**src/rtl/exec_unit_sched.sv**
```systemverilog
// Issue scheduler and result-slot scoreboard for the multi-cycle execute units.
// In-flight results sit in a shift register indexed by cycles-to-writeback.
module exec_unit_sched #(
  parameter int LAT_ALU   = 1,
  parameter int LAT_MUL   = 3,
  parameter int LAT_DIV   = 36,
  parameter int LAT_FADD  = 2,
  parameter int LAT_FMUL  = 2,
  parameter int LAT_FINV  = 4,
  parameter int LAT_FSQRT = 4
) (
  input  logic       clk,
  input  logic       rst,
  input  logic       flush,
  input  logic       issue_valid,
  input  logic [2:0] issue_unit,
  input  logic [5:0] issue_rd,
  input  logic       rs_valid,
  input  logic       rt_valid,
  input  logic [5:0] issue_rs,
  input  logic [5:0] issue_rt,
  output logic       issue_ready,
  output logic [6:0] unit_start,
  output logic       wb_valid,
  output logic [2:0] wb_unit,
  output logic [5:0] wb_rd,
  output logic       div_busy,
  output logic [6:0] pending
);

  localparam int N = 64;

  if (LAT_ALU < 1 || LAT_ALU > 63 || LAT_MUL < 1 || LAT_MUL > 63 ||
      LAT_DIV < 1 || LAT_DIV > 63 || LAT_FADD < 1 || LAT_FADD > 63 ||
      LAT_FMUL < 1 || LAT_FMUL > 63 || LAT_FINV < 1 || LAT_FINV > 63 ||
      LAT_FSQRT < 1 || LAT_FSQRT > 63) begin : g_bad_lat
    $error("exec_unit_sched: every latency must be within 1..63");
  end

  // Entry i holds the result due i cycles from now; invalid entries keep zero fields.
  logic [N-1:0] ent_valid;
  logic [2:0]   ent_unit [N];
  logic [5:0]   ent_rd   [N];
  logic [5:0]   div_cnt;

  logic       unit_ok;
  logic [5:0] lat;
  logic       slot_busy;
  logic       raw_hit;
  logic       waw_hit;

  always_comb begin
    unit_ok = 1'b1;
    lat     = 6'd1;
    case (issue_unit)
      3'd0:    lat = 6'(LAT_ALU);
      3'd1:    lat = 6'(LAT_MUL);
      3'd2:    lat = 6'(LAT_DIV);
      3'd3:    lat = 6'(LAT_FADD);
      3'd4:    lat = 6'(LAT_FMUL);
      3'd5:    lat = 6'(LAT_FINV);
      3'd6:    lat = 6'(LAT_FSQRT);
      default: unit_ok = 1'b0;
    endcase
  end

  // Entry 0 is landing this cycle and is reachable through forwarding, so hazards skip it.
  always_comb begin
    slot_busy = 1'b0;
    raw_hit   = 1'b0;
    waw_hit   = 1'b0;
    for (int i = 1; i < N; i++) begin
      if (ent_valid[i]) begin
        if (6'(i) == lat) slot_busy = 1'b1;
        if (ent_rd[i] != 6'd0) begin
          if (rs_valid && issue_rs == ent_rd[i]) raw_hit = 1'b1;
          if (rt_valid && issue_rt == ent_rd[i]) raw_hit = 1'b1;
          if (issue_rd == ent_rd[i])             waw_hit = 1'b1;
        end
      end
    end
  end

  assign div_busy = (div_cnt != 6'd0);

  assign issue_ready = issue_valid && unit_ok && !rst && !flush && !slot_busy &&
                       !((issue_unit == 3'd2) && div_busy) && !raw_hit && !waw_hit;

  assign wb_valid = ent_valid[0];
  assign wb_unit  = ent_unit[0];
  assign wb_rd    = ent_rd[0];

  always_ff @(posedge clk or posedge rst) begin
    if (rst) begin
      ent_valid  <= '0;
      for (int i = 0; i < N; i++) begin
        ent_unit[i] <= 3'd0;
        ent_rd[i]   <= 6'd0;
      end
      div_cnt    <= 6'd0;
      pending    <= 7'd0;
      unit_start <= 7'd0;
    end else if (flush) begin
      ent_valid  <= '0;
      for (int i = 0; i < N; i++) begin
        ent_unit[i] <= 3'd0;
        ent_rd[i]   <= 6'd0;
      end
      div_cnt    <= 6'd0;
      pending    <= 7'd0;
      unit_start <= 7'd0;
    end else begin
      ent_valid <= {1'b0, ent_valid[N-1:1]};
      for (int i = 0; i < N - 1; i++) begin
        ent_unit[i] <= ent_unit[i+1];
        ent_rd[i]   <= ent_rd[i+1];
      end
      ent_unit[N-1] <= 3'd0;
      ent_rd[N-1]   <= 6'd0;
      // The slot check guarantees the shifted-in entry at lat-1 is empty.
      if (issue_ready) begin
        ent_valid[lat - 6'd1] <= 1'b1;
        ent_unit[lat - 6'd1]  <= issue_unit;
        ent_rd[lat - 6'd1]    <= issue_rd;
      end

      unit_start <= issue_ready ? (7'd1 << issue_unit) : 7'd0;

      if (issue_ready && issue_unit == 3'd2) div_cnt <= 6'(LAT_DIV - 1);
      else if (div_cnt != 6'd0)              div_cnt <= div_cnt - 6'd1;

      pending <= pending + {6'd0, issue_ready} - {6'd0, ent_valid[0]};
    end
  end

endmodule

```
**config.mk**
```make
export PLATFORM = sky130hd
export DESIGN_NAME = exec_unit_sched
export DESIGN_NICKNAME = d
export VERILOG_FILES = /design/src/rtl/exec_unit_sched.sv
export SDC_FILE = /design/constraint.sdc
export NUM_CORES = 2
export LEC_CHECK = 0
export BUFFER_PORTS_ARGS = -buffer_cell sky130_fd_sc_hd__buf_2
export CAP_MARGIN = 20
export CORE_ASPECT_RATIO = 0.6
export CORE_MARGIN = 2
export CORE_UTILIZATION = 40
export CTS_CLUSTER_SIZE = 10
export DETAILED_ROUTE_END_ITERATION = 12
export GPL_ROUTABILITY_DRIVEN = 0
export PLACE_DENSITY = 0.66
export SETUP_SLACK_MARGIN = 0.3
export SLEW_MARGIN = 25
export SYNTH_ARGS = -nofsm -noshare
export SYNTH_HDL_FRONTEND = slang
export SYNTH_SLANG_ARGS = --single-unit
export TNS_END_PERCENT = 100
```
**constraint.sdc**
```tcl
create_clock -name clk -period 31.6 [get_ports clk]
set_input_delay 4.74 -clock clk [delete_from_list [all_inputs] [get_ports clk]]
set_output_delay 4.74 -clock clk [all_outputs]
set_load 0.005 [all_outputs]
```
==> flow_summary.html <==
<table>
<tr><th>Metric</th><th>Value</th></tr>
<tr><th colspan="2">Yosys</th></tr>
<tr><td>Share of Yosys cell area claimed by the top area cell type</td><td>0.4314</td></tr>
<tr><td>Mean instance size in the synthesized netlist</td><td>10.55 µm²</td></tr>
<tr><td>FF+latch count, synth</td><td>660</td></tr>
<tr><td>Synth Area in Compound Gates</td><td>0.03801</td></tr>
<tr><td>Combinational family with the most area after synthesis</td><td>XOR/XNOR gates</td></tr>
<tr><td>Portion of the post-synthesis area used by sequential elements</td><td>0.4314</td></tr>
<tr><td>Cell type contributing the most total cell area after synthesis</td><td>dfrtp_1</td></tr>
<tr><td>Number of unique standard cell types used by synthesis</td><td>66</td></tr>
<tr><td>Gate count after technology mapping</td><td>3629</td></tr>
<tr><td>Post-Synth Adder-Cell Area</td><td>0.003464</td></tr>
<tr><td>Post-synth EDFFs</td><td>0</td></tr>
<tr><td>Post-synthesis share of cell area spent on and, or, nand and nor gates</td><td>0.1948</td></tr>
<tr><td>Cell area after synthesis</td><td>38290 µm²</td></tr>
<tr><td>Fraction of registers with async set or reset after synthesis</td><td>1.000</td></tr>
<tr><td>Multiplexer fraction of the synthesized cell area</td><td>0.03530</td></tr>
<tr><td>Share of the synthesized netlist area taken by xor and xnor gates</td><td>0.2613</td></tr>
<tr><td>Top flip-flop cell by instance count after synthesis</td><td>dfrtp_1</td></tr>
<tr><td>YS warnings</td><td>0</td></tr>
<tr><td>Cell types occupying the most area after synthesis</td><td>dfrtp_1, xor2_1, xnor2_1, nor2b_1, mux2i_1</td></tr>
<tr><th colspan="2">Clock tree</th></tr>
<tr><td>CTS Hold Bufs</td><td>0</td></tr>
<tr><td>Maximum clock path buffer count</td><td>3</td></tr>
<tr><td>Clock latency on the worst-skew pair</td><td>0.68 ns</td></tr>
<tr><td>Number of clock sinks seen by CTS</td><td>660</td></tr>
<tr><td>Post-CTS setup-driven buffer insertion count</td><td>0</td></tr>
<tr><td>Resized Gates After CTS</td><td>0</td></tr>
<tr><td>Cts bufs inserted</td><td>77</td></tr>
<tr><td>Clock-pin slew on the worst setup and hold paths</td><td>0.05 ns</td></tr>
<tr><td>Root buffer cell</td><td>clkbuf_16</td></tr>
<tr><td>CTS tree</td><td>yes</td></tr>
<tr><td>Deepest level of the CTS H-tree</td><td>3</td></tr>
<tr><th colspan="2">Run</th></tr>
<tr><td>Number of maximum-capacitance violations</td><td>0</td></tr>
<tr><th colspan="2">Detailed routing</th></tr>
<tr><td>Router iterations before antenna repair</td><td>6</td></tr>
<tr><td>DRC violation total after the first TritonRoute iteration</td><td>3725</td></tr>
<tr><td>Number of remaining DRC errors</td><td>0</td></tr>
<tr><td>Sum of routed wire length over all layers</td><td>122700 µm</td></tr>
<tr><td>Mean number of vias per cell</td><td>5.776</td></tr>
<tr><td>Routed vias</td><td>27870</td></tr>
<tr><td>Average wire length per cell after detail routing</td><td>25.44 µm</td></tr>
<tr><td>Count of nets left with antenna violations after detail routing</td><td>0</td></tr>
<tr><th colspan="2">Floorplanning</th></tr>
<tr><td>Core Rows</td><td>87</td></tr>
<tr><td>Die Area</td><td>98290 µm²</td></tr>
<tr><td>I/O pin cnt</td><td>53</td></tr>
<tr><td>Floorplan die width</td><td>403.4 µm</td></tr>
<tr><td>Initial Util</td><td>0.4057</td></tr>
<tr><td>Die height</td><td>243.6 µm</td></tr>
<tr><td>Core region area</td><td>94380 µm²</td></tr>
<tr><th colspan="2">Layout</th></tr>
<tr><td>Commonest non-fill, non-tap cell in the layout</td><td>dfrtp_1</td></tr>
<tr><td>Ratio of cells with drive above 1 in the final layout</td><td>0.06654</td></tr>
<tr><td>Area occupied by multi-input gates</td><td>20500 µm²</td></tr>
<tr><td>Number of nets at the end of the flow</td><td>3600</td></tr>
<tr><td>Area Overhead vs Synth</td><td>8.749%</td></tr>
<tr><td>Commonest non-fill, non-tap cells in the layout</td><td>dfrtp_1, xor2_1, xnor2_1, nor2b_1, nor4_1</td></tr>
<tr><td>Sequential standard cell area</td><td>16520 µm²</td></tr>
<tr><td>Number of fillers in the final layout</td><td>8796</td></tr>
<tr><th colspan="2">Timing</th></tr>
<tr><td>Setup TNS</td><td>0 ns</td></tr>
<tr><td>Post-route clock skew</td><td>0.04538 ns</td></tr>
<tr><td>Final Hold Fails</td><td>0</td></tr>
<tr><td>Worst path setup slack after routing</td><td>17.64 ns</td></tr>
<tr><td>Max-slew violation total from the final report</td><td>0</td></tr>
<tr><td>Final count of negative-setup-slack endpoints</td><td>0</td></tr>
<tr><td>Max Freq</td><td>71.61 MHz</td></tr>
<tr><td>Ratio of final minimum period to clock period</td><td>0.4419</td></tr>
<tr><td>Period minus WS final</td><td>13.96 ns</td></tr>
<tr><td>Rel. slew slack</td><td>0.1055</td></tr>
<tr><td>RSZ-0062 raised after global routing</td><td>false</td></tr>
<tr><td>Worst slew pin tran</td><td>1.330 ns</td></tr>
<tr><th colspan="2">Power and ir drop</th></tr>
<tr><td>Cell area power density</td><td>45.60 nW/µm²</td></tr>
<tr><td>Standby leakage power</td><td>19.12 nW</td></tr>
<tr><td>Worst vdd rail ir drop</td><td>0.03369 mV</td></tr>
<tr><th colspan="2">Placed design</th></tr>
<tr><td>Dpl hpwl</td><td>79790 µm</td></tr>
<tr><td>Count of input and output buffers</td><td>52</td></tr>
<tr><td>Worst slack, placed</td><td>17.88 ns</td></tr>
<tr><th colspan="2">Worst setup path</th></tr>
<tr><td>Startpoint of the worst setup timing path</td><td>issue_rs[5]</td></tr>
<tr><td>Element type at the critical path end</td><td>output port</td></tr>
<tr><td>Cell occurring most often along the worst timing path</td><td>buf_4</td></tr>
<tr><td>Crit path required time</td><td>26.86 ns</td></tr>
<tr><td>Biggest fanout along the worst timing path</td><td>30</td></tr>
<tr><td>Reg2reg setup slack</td><td>25.49 ns</td></tr>
<tr><td>Worst reg2reg path depth</td><td>18</td></tr>
<tr><td>Start-to-end type of the worst setup path</td><td>input pin to output port</td></tr>
<tr><td>Chain of cells forming the critical path</td><td>buf_4, buf_4, buf_4, xnor2_1, nand4_1, nor4_1, o21ai_0, buf_4, o221ai_1, nor4_1, nand4_1, buf_4, nor2_1, buf_2</td></tr>
<tr><td>Launch point of the worst reg-to-reg path</td><td>ent_rd[0]$_DFF_PP0_</td></tr>
<tr><td>Worst EP arrival</td><td>9.22 ns</td></tr>
<tr><td>Worst Setup EP</td><td>issue_ready</td></tr>
<tr><td>Worst flop-to-flop path endpoint</td><td>pending[6]$_DFF_PP0_</td></tr>
<tr><td>CP max stage delay</td><td>0.61 ns</td></tr>
<tr><td>Master of the slowest instance on the critical path</td><td>buf_4</td></tr>
<tr><td>Critical path launch point type</td><td>input pin</td></tr>
<tr><th colspan="2">Status</th></tr>
<tr><td>Status</td><td>finished, final reports clean</td></tr>
<tr><th colspan="2">Global route</th></tr>
<tr><td>Largest net degree at the start of global routing</td><td>208</td></tr>
<tr><td>Number of antenna violations at the first check in global routing</td><td>5</td></tr>
<tr><td>Global routing usage summed across all routing layers</td><td>0.2489</td></tr>
<tr><td>Total grt overflow</td><td>0</td></tr>
<tr><td>Vias in the first global route</td><td>26730</td></tr>
<tr><td>Wire length of the first global-routing pass</td><td>184100 µm</td></tr>
<tr><th colspan="2">Min path</th></tr>
<tr><td>Min-Delay Path Class</td><td>flip-flop to flip-flop</td></tr>
</table>
[final cells by class]
type / instances / area share
Multi-Input combinational cell: 2671 / 0.4923
Sequential cell: 660 / 0.3967
Clock buffer: 88 / 0.04977
Tap cell: 1246 / 0.03744
Timing Repair Buffer: 104 / 0.01770
Inverter: 49 / 0.004598
Clock inverter: 5 / 0.001382
Antenna cell: 2 / 0.0001202
[worst min path at each step]
stage,start,end,cells after the start
after floorplan,ent_unit[97]$_DFF_PP0_,ent_unit[100]$_DFF_PP0_,1
after global placement,ent_unit[49]$_DFF_PP0_,ent_unit[52]$_DFF_PP0_,1
after detailed placement,ent_unit[101]$_DFF_PP0_,ent_unit[104]$_DFF_PP0_,1
after CTS,ent_unit[101]$_DFF_PP0_,ent_unit[104]$_DFF_PP0_,1
after global routing,ent_unit[101]$_DFF_PP0_,ent_unit[104]$_DFF_PP0_,1
final,ent_unit[101]$_DFF_PP0_,ent_unit[104]$_DFF_PP0_,1
[power by group]
part	internal (W)	switching [W]	total [W]
clock	0.000458	0.000354	0.000812
sequential	0.000854	0.0000104	0.000865
combinational	0.0000749	0.000146	0.000221
total	0.00139	0.000511	0.00190
[routing by layer]
metal  up-vias  routed length (µm)  GRT usage  share of wire
met2      1565               47010     0.3209           0.38
li1      12040                   -          -              -
met1     14040               56610     0.3862           0.46
met4        10                2572    0.05409          0.021
met5         -                  56          0        0.00046
met3       221               16500    0.09105           0.13
[worst max-delay path: cells and delay by family]
kind | cells | cell delay (ns)
simple gates | 5 | 1.40
compound gates | 2 | 0.68
xor+xnor | 1 | 0.15
buf+inv | 6 | 2.14
[flip-flops by register name, indices dropped and copies added, names as in the netlist]
| name | flops |
|---|---|
| ent_rd | 378 |
| ent_unit | 189 |
| ent_valid | 64 |
| pending | 7 |
| unit_start | 7 |
| div_cnt | 6 |
| wb_rd | 6 |
| wb_unit | 3 |
[Yosys cell counts (10+ instances only)]
cell,number
o31a_1,12
nor3b_1,19
o21ai_0,17
nand2b_1,146
nor2b_1,438
inv_1,48
buf_2,123
nand2_1,14
mux2i_1,135
o31ai_1,51
dfrtp_1,660
nand4_1,154
nor4_1,204
clkbuf_1,104
a22oi_1,14
or4_1,68
nor2_1,25
nor3_1,38
buf_1,17
a21oi_1,56
and3b_1,10
buf_4,12
xor2_1,625
xnor2_1,517
[logic make-up after synthesis]
group | count (synthesis)
xor+xnor | 1142
flops | 660
other cells | 1
simple gates | 1164
buf+inv | 307
fa+ha+maj | 10
compound gates | 210
mux | 135
[stage by stage]
stage	instance area [µm²]	instances	total power, W	hold slack, ns	util
final	41630	4825	0.001898	0.4467	0.4412
after global routing	41630	4823	0.001967	0.4693	0.4411
after CTS	41600	4823	0.001910	0.4487	0.4408
after detailed placement	39470	4730	0.001097	0.4474	0.4182
after global placement	39450	4730	0.001093	0.4408	0.4180
after floorplan	38320	3638	0.001041	0.4385	-
Note: power is estimated with default switching activity, not from simulation.
